[config.mk]
export PLATFORM = sky130hd
export DESIGN_NAME = hazard_ctrl_unit
export DESIGN_NICKNAME = d
export VERILOG_FILES = /design/src/rtl/hazard_ctrl_unit.sv
export SDC_FILE = /design/constraint.sdc
export NUM_CORES = 1
export LEC_CHECK = 0
export ABC_AREA = 1
export CORE_ASPECT_RATIO = 1.4
export CORE_MARGIN = 3
export CORE_UTILIZATION = 53
export DETAILED_ROUTE_END_ITERATION = 8
export PLACE_DENSITY = 0.81
export SYNTH_ARGS = -nofsm -noshare
export SYNTH_HDL_FRONTEND = slang
export SYNTH_SLANG_ARGS = --single-unit
[constraint.sdc]
create_clock -name CLK -period 5 [get_ports CLK]
set_input_delay 1.25 -clock CLK [delete_from_list [all_inputs] [get_ports CLK]]
set_output_delay 1.25 -clock CLK [all_outputs]
set_load 0.005 [all_outputs]
[src/rtl/hazard_ctrl_unit.sv]
// Per-core pipeline hazard controller: drives latch enable/flush vectors from
// memory wait, halt, mispredict, load-use, jump and I-fetch miss events.
module hazard_ctrl_unit #(
    parameter int NLATCH     = 4,
    parameter int BR_LATCH   = 2,
    parameter int LU_BUBBLES = 1,
    parameter int CW         = 32
) (
    input  logic              CLK,
    input  logic              RST,
    input  logic              ihit,
    input  logic              dreq,
    input  logic              dhit,
    input  logic              halt,
    input  logic              mispredict,
    input  logic              jumping,
    input  logic              load_use,
    output logic [NLATCH-1:0] en,
    output logic [NLATCH-1:0] flush,
    output logic              halted,
    output logic [CW-1:0]     stall_cnt,
    output logic [CW-1:0]     flush_cnt,
    output logic [1:0]        dbg_state,
    output logic [2:0]        dbg_lu_cnt
);

    typedef enum logic [1:0] {
        RUN     = 2'd0,
        MEMWAIT = 2'd1,
        LUSTALL = 2'd2,
        HALTED  = 2'd3
    } state_t;

    localparam logic [NLATCH-1:0] ALL_ONES   = '1;
    localparam logic [NLATCH-1:0] HALT_FLUSH = ALL_ONES >> 1;
    localparam logic [NLATCH-1:0] BR_FLUSH   = ALL_ONES >> (NLATCH - BR_LATCH);
    localparam logic [NLATCH-1:0] FD_HOLD_EN = ALL_ONES << 1;
    localparam logic [NLATCH-1:0] FD_BUBBLE  = {{(NLATCH-1){1'b0}}, 1'b1};
    localparam logic [NLATCH-1:0] DE_BUBBLE  = {{(NLATCH-2){1'b0}}, 2'b10};
    localparam logic [2:0]        LU_INIT    = 3'(LU_BUBBLES - 1);
    localparam logic [CW-1:0]     CNT_MAX    = '1;

    state_t      state, state_nxt;
    logic [2:0]  lu_cnt, lu_nxt;
    logic        squash;
    logic        stall_inc;

    always_ff @(posedge CLK or posedge RST) begin
        if (RST) begin
            state  <= RUN;
            lu_cnt <= 3'd0;
        end else begin
            state  <= state_nxt;
            lu_cnt <= lu_nxt;
        end
    end

    // RUN and LUSTALL share one priority chain; memory wait always wins because
    // the stage that raised halt/mispredict is frozen until dhit.
    always_comb begin
        state_nxt = state;
        lu_nxt    = lu_cnt;
        en        = ALL_ONES;
        flush     = '0;
        squash    = 1'b0;
        case (state)
            RUN, LUSTALL: begin
                if (dreq && !dhit) begin
                    en        = '0;
                    state_nxt = MEMWAIT;
                end else if (halt) begin
                    flush     = HALT_FLUSH;
                    state_nxt = HALTED;
                end else if (mispredict) begin
                    flush     = BR_FLUSH;
                    squash    = 1'b1;
                    lu_nxt    = 3'd0;
                    state_nxt = RUN;
                end else if (load_use || state == LUSTALL) begin
                    en    = FD_HOLD_EN;
                    flush = DE_BUBBLE;
                    if (state == LUSTALL) begin
                        lu_nxt    = (lu_cnt == 3'd0) ? 3'd0 : lu_cnt - 3'd1;
                        state_nxt = (lu_cnt <= 3'd1) ? RUN : LUSTALL;
                    end else begin
                        lu_nxt    = LU_INIT;
                        state_nxt = (LU_INIT != 3'd0) ? LUSTALL : RUN;
                    end
                end else if (jumping && ihit) begin
                    flush  = FD_BUBBLE;
                    squash = 1'b1;
                end else if (!ihit) begin
                    en    = FD_HOLD_EN;
                    flush = DE_BUBBLE;
                end
            end
            MEMWAIT: begin
                if (!dhit) begin
                    en = '0;
                end else begin
                    state_nxt = (lu_cnt != 3'd0) ? LUSTALL : RUN;
                end
            end
            HALTED: begin
                en = '0;
            end
            default: begin
                state_nxt = RUN;
            end
        endcase
    end

    assign halted     = (state == HALTED);
    assign stall_inc  = !en[0] && (state != HALTED);
    assign dbg_state  = state;
    assign dbg_lu_cnt = lu_cnt;

    always_ff @(posedge CLK or posedge RST) begin
        if (RST) begin
            stall_cnt <= '0;
            flush_cnt <= '0;
        end else begin
            if (stall_inc && stall_cnt != CNT_MAX) stall_cnt <= stall_cnt + CW'(1);
            if (squash && flush_cnt != CNT_MAX) flush_cnt <= flush_cnt + CW'(1);
        end
    end

endmodule

==> Word-level counts from Yosys, hierarchy flattened <==
Cells that the tools add are included.
{ "totals": {"regBits": 69, "inputBits": 9, "output_inout_bits": 78, "wordCells": 68} }
{ "classes": {"addsub": 3, "n_lt_le_gt_ge": 1, "n_eq_ne": 8, "mux": 34, "n_bitwise": 2, "reduce_logical": 16} }
{ "op_table": {"columns": ["op", "n"], "rows": [
  ["$add 32x1->32 const B", 2],
  ["$ne 32x32->1 const B", 2],
  ["$mux 2", 12],
  ["$mux 3", 7],
  ["$pmux 4 s3", 1],
  ["$mux 1", 11],
  ["$mux 4", 2],
  ["$logic_and 1x1->1", 5],
  ["$ne 5x5->1 const B", 1],
  ["$eq 2x2->1 const B", 2],
  ["$ne 2x2->1 const B", 2],
  ["$pmux 2 s2", 1],
  ["$reduce_and 4->1", 1],
  ["$reduce_bool 2->1", 2],
  ["$le 3x1->1 const B", 1],
  ["$logic_not 3->1", 1],
  ["$reduce_and 3->1", 1],
  ["$reduce_bool 3->1", 1],
  ["$sub 3x1->3 const B", 1],
  ["$eq 2x1->1 const B", 1],
  ["$logic_not 1->1", 2],
  ["$logic_not 2->1", 1],
  ["$not 1->1", 2],
  ["$reduce_or 2->1", 1],
  ["$logic_or 1x1->1", 1]
]} }

==> Logic depth before layout (Yosys ltp) <==
{ "depth": {"depth_word": 10, "ltp_mapped": 11, "depth_no_buf": 10} }

==> Worst setup path before layout <==
Ideal clock, no wire load.
{ "synth_timing": {"path_type": "input -> output", "start": "in dhit", "end": "out en[0]", "t_arrival_ps": 1791, "required_ps": 3750, "setup_slack_ps": 1959, "stages": 6, "path_buffers": 0, "path_cell_list": "inv_1 -> nand2_1 -> nand2_2 -> nand2_1 -> nand2_1 -> inv_1"} }
{ "synth_via": {"elab_chain_len": 4, "word_cells_on_any_way": 5, "classes_between": "3 x mux; 2 x reduce/logical"} }
{ "synth_lines": {"columns": ["item", "line_no", "rtl"], "rows": [
  ["start: declaration", "13", "input logic dhit,"],
  ["$logic_not 1->1", null, null],
  ["$logic_and 1x1->1", "68", "if (dreq && !dhit) begin"],
  ["$mux 4", "68", null],
  ["$pmux 4 s3 *", "66", "case (state)"],
  ["end: declaration", "18", "output logic [NLATCH-1:0] en,"]
]} }
Mark *: on every way between the ends. The rest lies on a longest branch, timed or not.

==> Worst setup path after layout <==
Ends and elaborated chain as after synthesis.

==> impl_metrics.ini <==
[drt]
drtIter0Drc = 243
wl_per_cell_um = 14.0
firstDrtPassIters = 5
totalWireLength_um = 13200
wl_met1_um = 4910
routed.top_layer = met4
route.vias.total = 4941
ant_nets = 0
met2_wirelength_um = 6970
wl_met3_um = 539
drc_errors = 0
via_per_inst = 5.24

[sta]
drv_slew = 0
period_minus_slack_ps = 4130
fin_skew_ps = 5.24
timing.final.crit_share_pct = 82.6
setup_viol = 0
rsz0062_at_grt = no
fmax_mhz = 242
hold_ws_ps = 559
worst_slew_margin_rel_pct = 41.3
tightest_slew_ps = 879
setup_tns_ps = 0
hold_violations = 0

[layout]
mostFrequentLayoutCell = nand2_1
utilization_pct = 68.2
fillCellCount = 773
drive_gt1_share_pct = 4.89
finalNetCount = 844
layout_common_cells = nand2_1 (411), nor2_1 (108), clkdlybuf4s50_1 (85)
areaGrowthSynthToFinish_pct = 24.3
diodes = 0

[min_path]
hold_class = flip-flop to flip-flop

[setup_path]
critPathRequiredTime_ps = 3750
worst-endpoint-arrival_ps = 2880
setup.worst_path.end_class = output pin
crit_fanout = 5
reg2reg_slack_ps = 2670
startpoint_type = input pin
critPathKind = input pin to output pin

[power_and_ir_drop]
seqPwrFrac_pct = 44.4
pwr-share-comb_pct = 2.0
p_leak_nw = 2.79
pwr-share-clk_pct = 53.6
p_per_area_nw_per_um2 = 212
sw_frac_of_total_pct = 21.0
p_sw_mw = 0.264
p_int_mw = 0.993
irDropWorstVdd_mv = 0.233

[global_routing]
antenna_found_initial = 0
grt_max_degree = 41
grt-ovfl-total = 0
grt_usage_pct = 27.8
grt_pass1_wl_um = 22800
grt_pass1_vias = 5072

[synth]
synth_edf_count = 0
dominantRegCellSynth = dfrtp_1
ys_ff_latch = 69
syn-num-nets = 761
syn_area_per_cell_sq_um = 6.37
async_reset_ff_share_pct = 100
synth_warnings = 0
synth.distinct_cells = 30
syn_area_sq_um = 4780
seq_area_frac_synth_pct = 36.1
synthCells = 750

[cts]
clk_pin_slew_worst_paths_ps = 60
cts_setup_buffers = 0
cts_tree = yes
cts.sinks = 69
cts-resized-gates = 0
cts.root.buffer_cell = clkbuf_16
cts_max_level = 3
insertion_delay_ps = 340
clockBufferDepth = 2
cts_buffers = 9
cts_hold_buffers = 0

[floorplan]
die_w_um = 86.3
start_util_pct = 54.9
ioPinCount = 87
core_area_sq_um = 8710
dieArea_sq_um = 10200
rows = 40
die_h_um = 118

[placement]
finalWeightedCongestion = 0.972
dp_hpwl_um = 9850
port_buffers = 85

[outcome]
status = complete, no violations

[flow_run]
max-cap-violations = 0
## cell usage after synthesis, types with 2 or more instances
cell type / count / area, sq um
buf_2: 3 / 15.0
dfrtp_1: 69 / 1730
inv_1: 41 / 154
xnor2_1: 9 / 78.8
nand2_1: 411 / 1540
a21oi_1: 3 / 15.0
nor2_4: 5 / 56.3
ha_1: 2 / 25.0
nor2_2: 5 / 31.3
inv_2: 3 / 11.3
nor2_1: 108 / 405
o21ai_0: 4 / 20.0
nand3_4: 2 / 35.0
buf_6: 6 / 67.6
nand3b_1: 16 / 120
xor2_1: 22 / 193
buf_8: 3 / 45.0
nand2_2: 5 / 31.3
nand3_1: 20 / 100
buf_4: 3 / 22.5
## critical path, stage by stage
cell and delay [ps]:
clkdlybuf4s50_1 500, inv_1 50, nand2_1 110, nand2_2 120, nand2_1 140, nand2_1 140, inv_1 80, clkdlybuf4s50_1 490
## stage by stage
step	setup slack, ps	power [mW]	instances	area (sq um)
after floorplan	1960	0.582	750	4780
final	871	1.26	943	5940
after CTS	868	1.27	943	5940
after global routing	769	1.29	943	5940
after detailed placement	870	0.594	927	5630
after global placement	943	0.593	927	5630
## worst paths after layout
check                           endpoint           from  depth (start not counted)
min reg2reg                flush_cnt[30]  flush_cnt[30]                          2
min                        flush_cnt[30]  flush_cnt[30]                          2
min in group asynchronous   stall_cnt[8]            RST                          2
max                                en[0]           dhit                          8
max reg2reg                flush_cnt[26]   flush_cnt[0]                          9
max in group asynchronous  flush_cnt[16]            RST                          3
## flip-flops by register name, indices dropped and copies added (netlist names)
signal	count
dbg_state	2
flush_cnt	32
stall_cnt	32
dbg_lu_cnt	3
## power by group through the flow
| stage | Combinational, mW | Sequential (mW) | Clock, mW |
|---|---|---|---|
| floorplan | 0.0130 | 0.569 | 0 |
| global placement | 0.0247 | 0.569 | 0 |
| detailed placement | 0.0257 | 0.569 | 0 |
| CTS | 0.0258 | 0.559 | 0.682 |
| global route | 0.0282 | 0.558 | 0.704 |
| finish | 0.0252 | 0.559 | 0.673 |
## layout make-up
class | count | area, sq um | share of cell area [%]
Clock inverter | 3 | 42.5 | 0.716
Multi-Input combinational cell | 622 | 2740 | 46.1
Tap cell | 105 | 131 | 2.21
Timing Repair Buffer | 87 | 866 | 14.6
Clock buffer | 13 | 270 | 4.55
Sequential cell | 69 | 1730 | 29.1
Inverter | 44 | 165 | 2.78
## cells by family (layout without fill, tap and decap cells)
kind of cell,Yosys count,after routing,share of synthesized area (%)
xor gates and xnor gates,31,31,5.68
and+or+nand+nor,576,576,49.5
other,1,1,0.0784
adders and majority gates,2,2,0.523
DFF,69,69,36.1
buffers and inverters,59,147,6.59
AOI/OAI and AO/OA,12,12,1.54
## routing by layer
metal / vias to the layer above / track usage [%]
met5: - / 0
met4: 0 / 18.6
met3: 61 / 5.37
met2: 160 / 48.8
met1: 2276 / 29.2
li1: 2444 / -
Note: power is estimated with default switching activity, not from simulation.
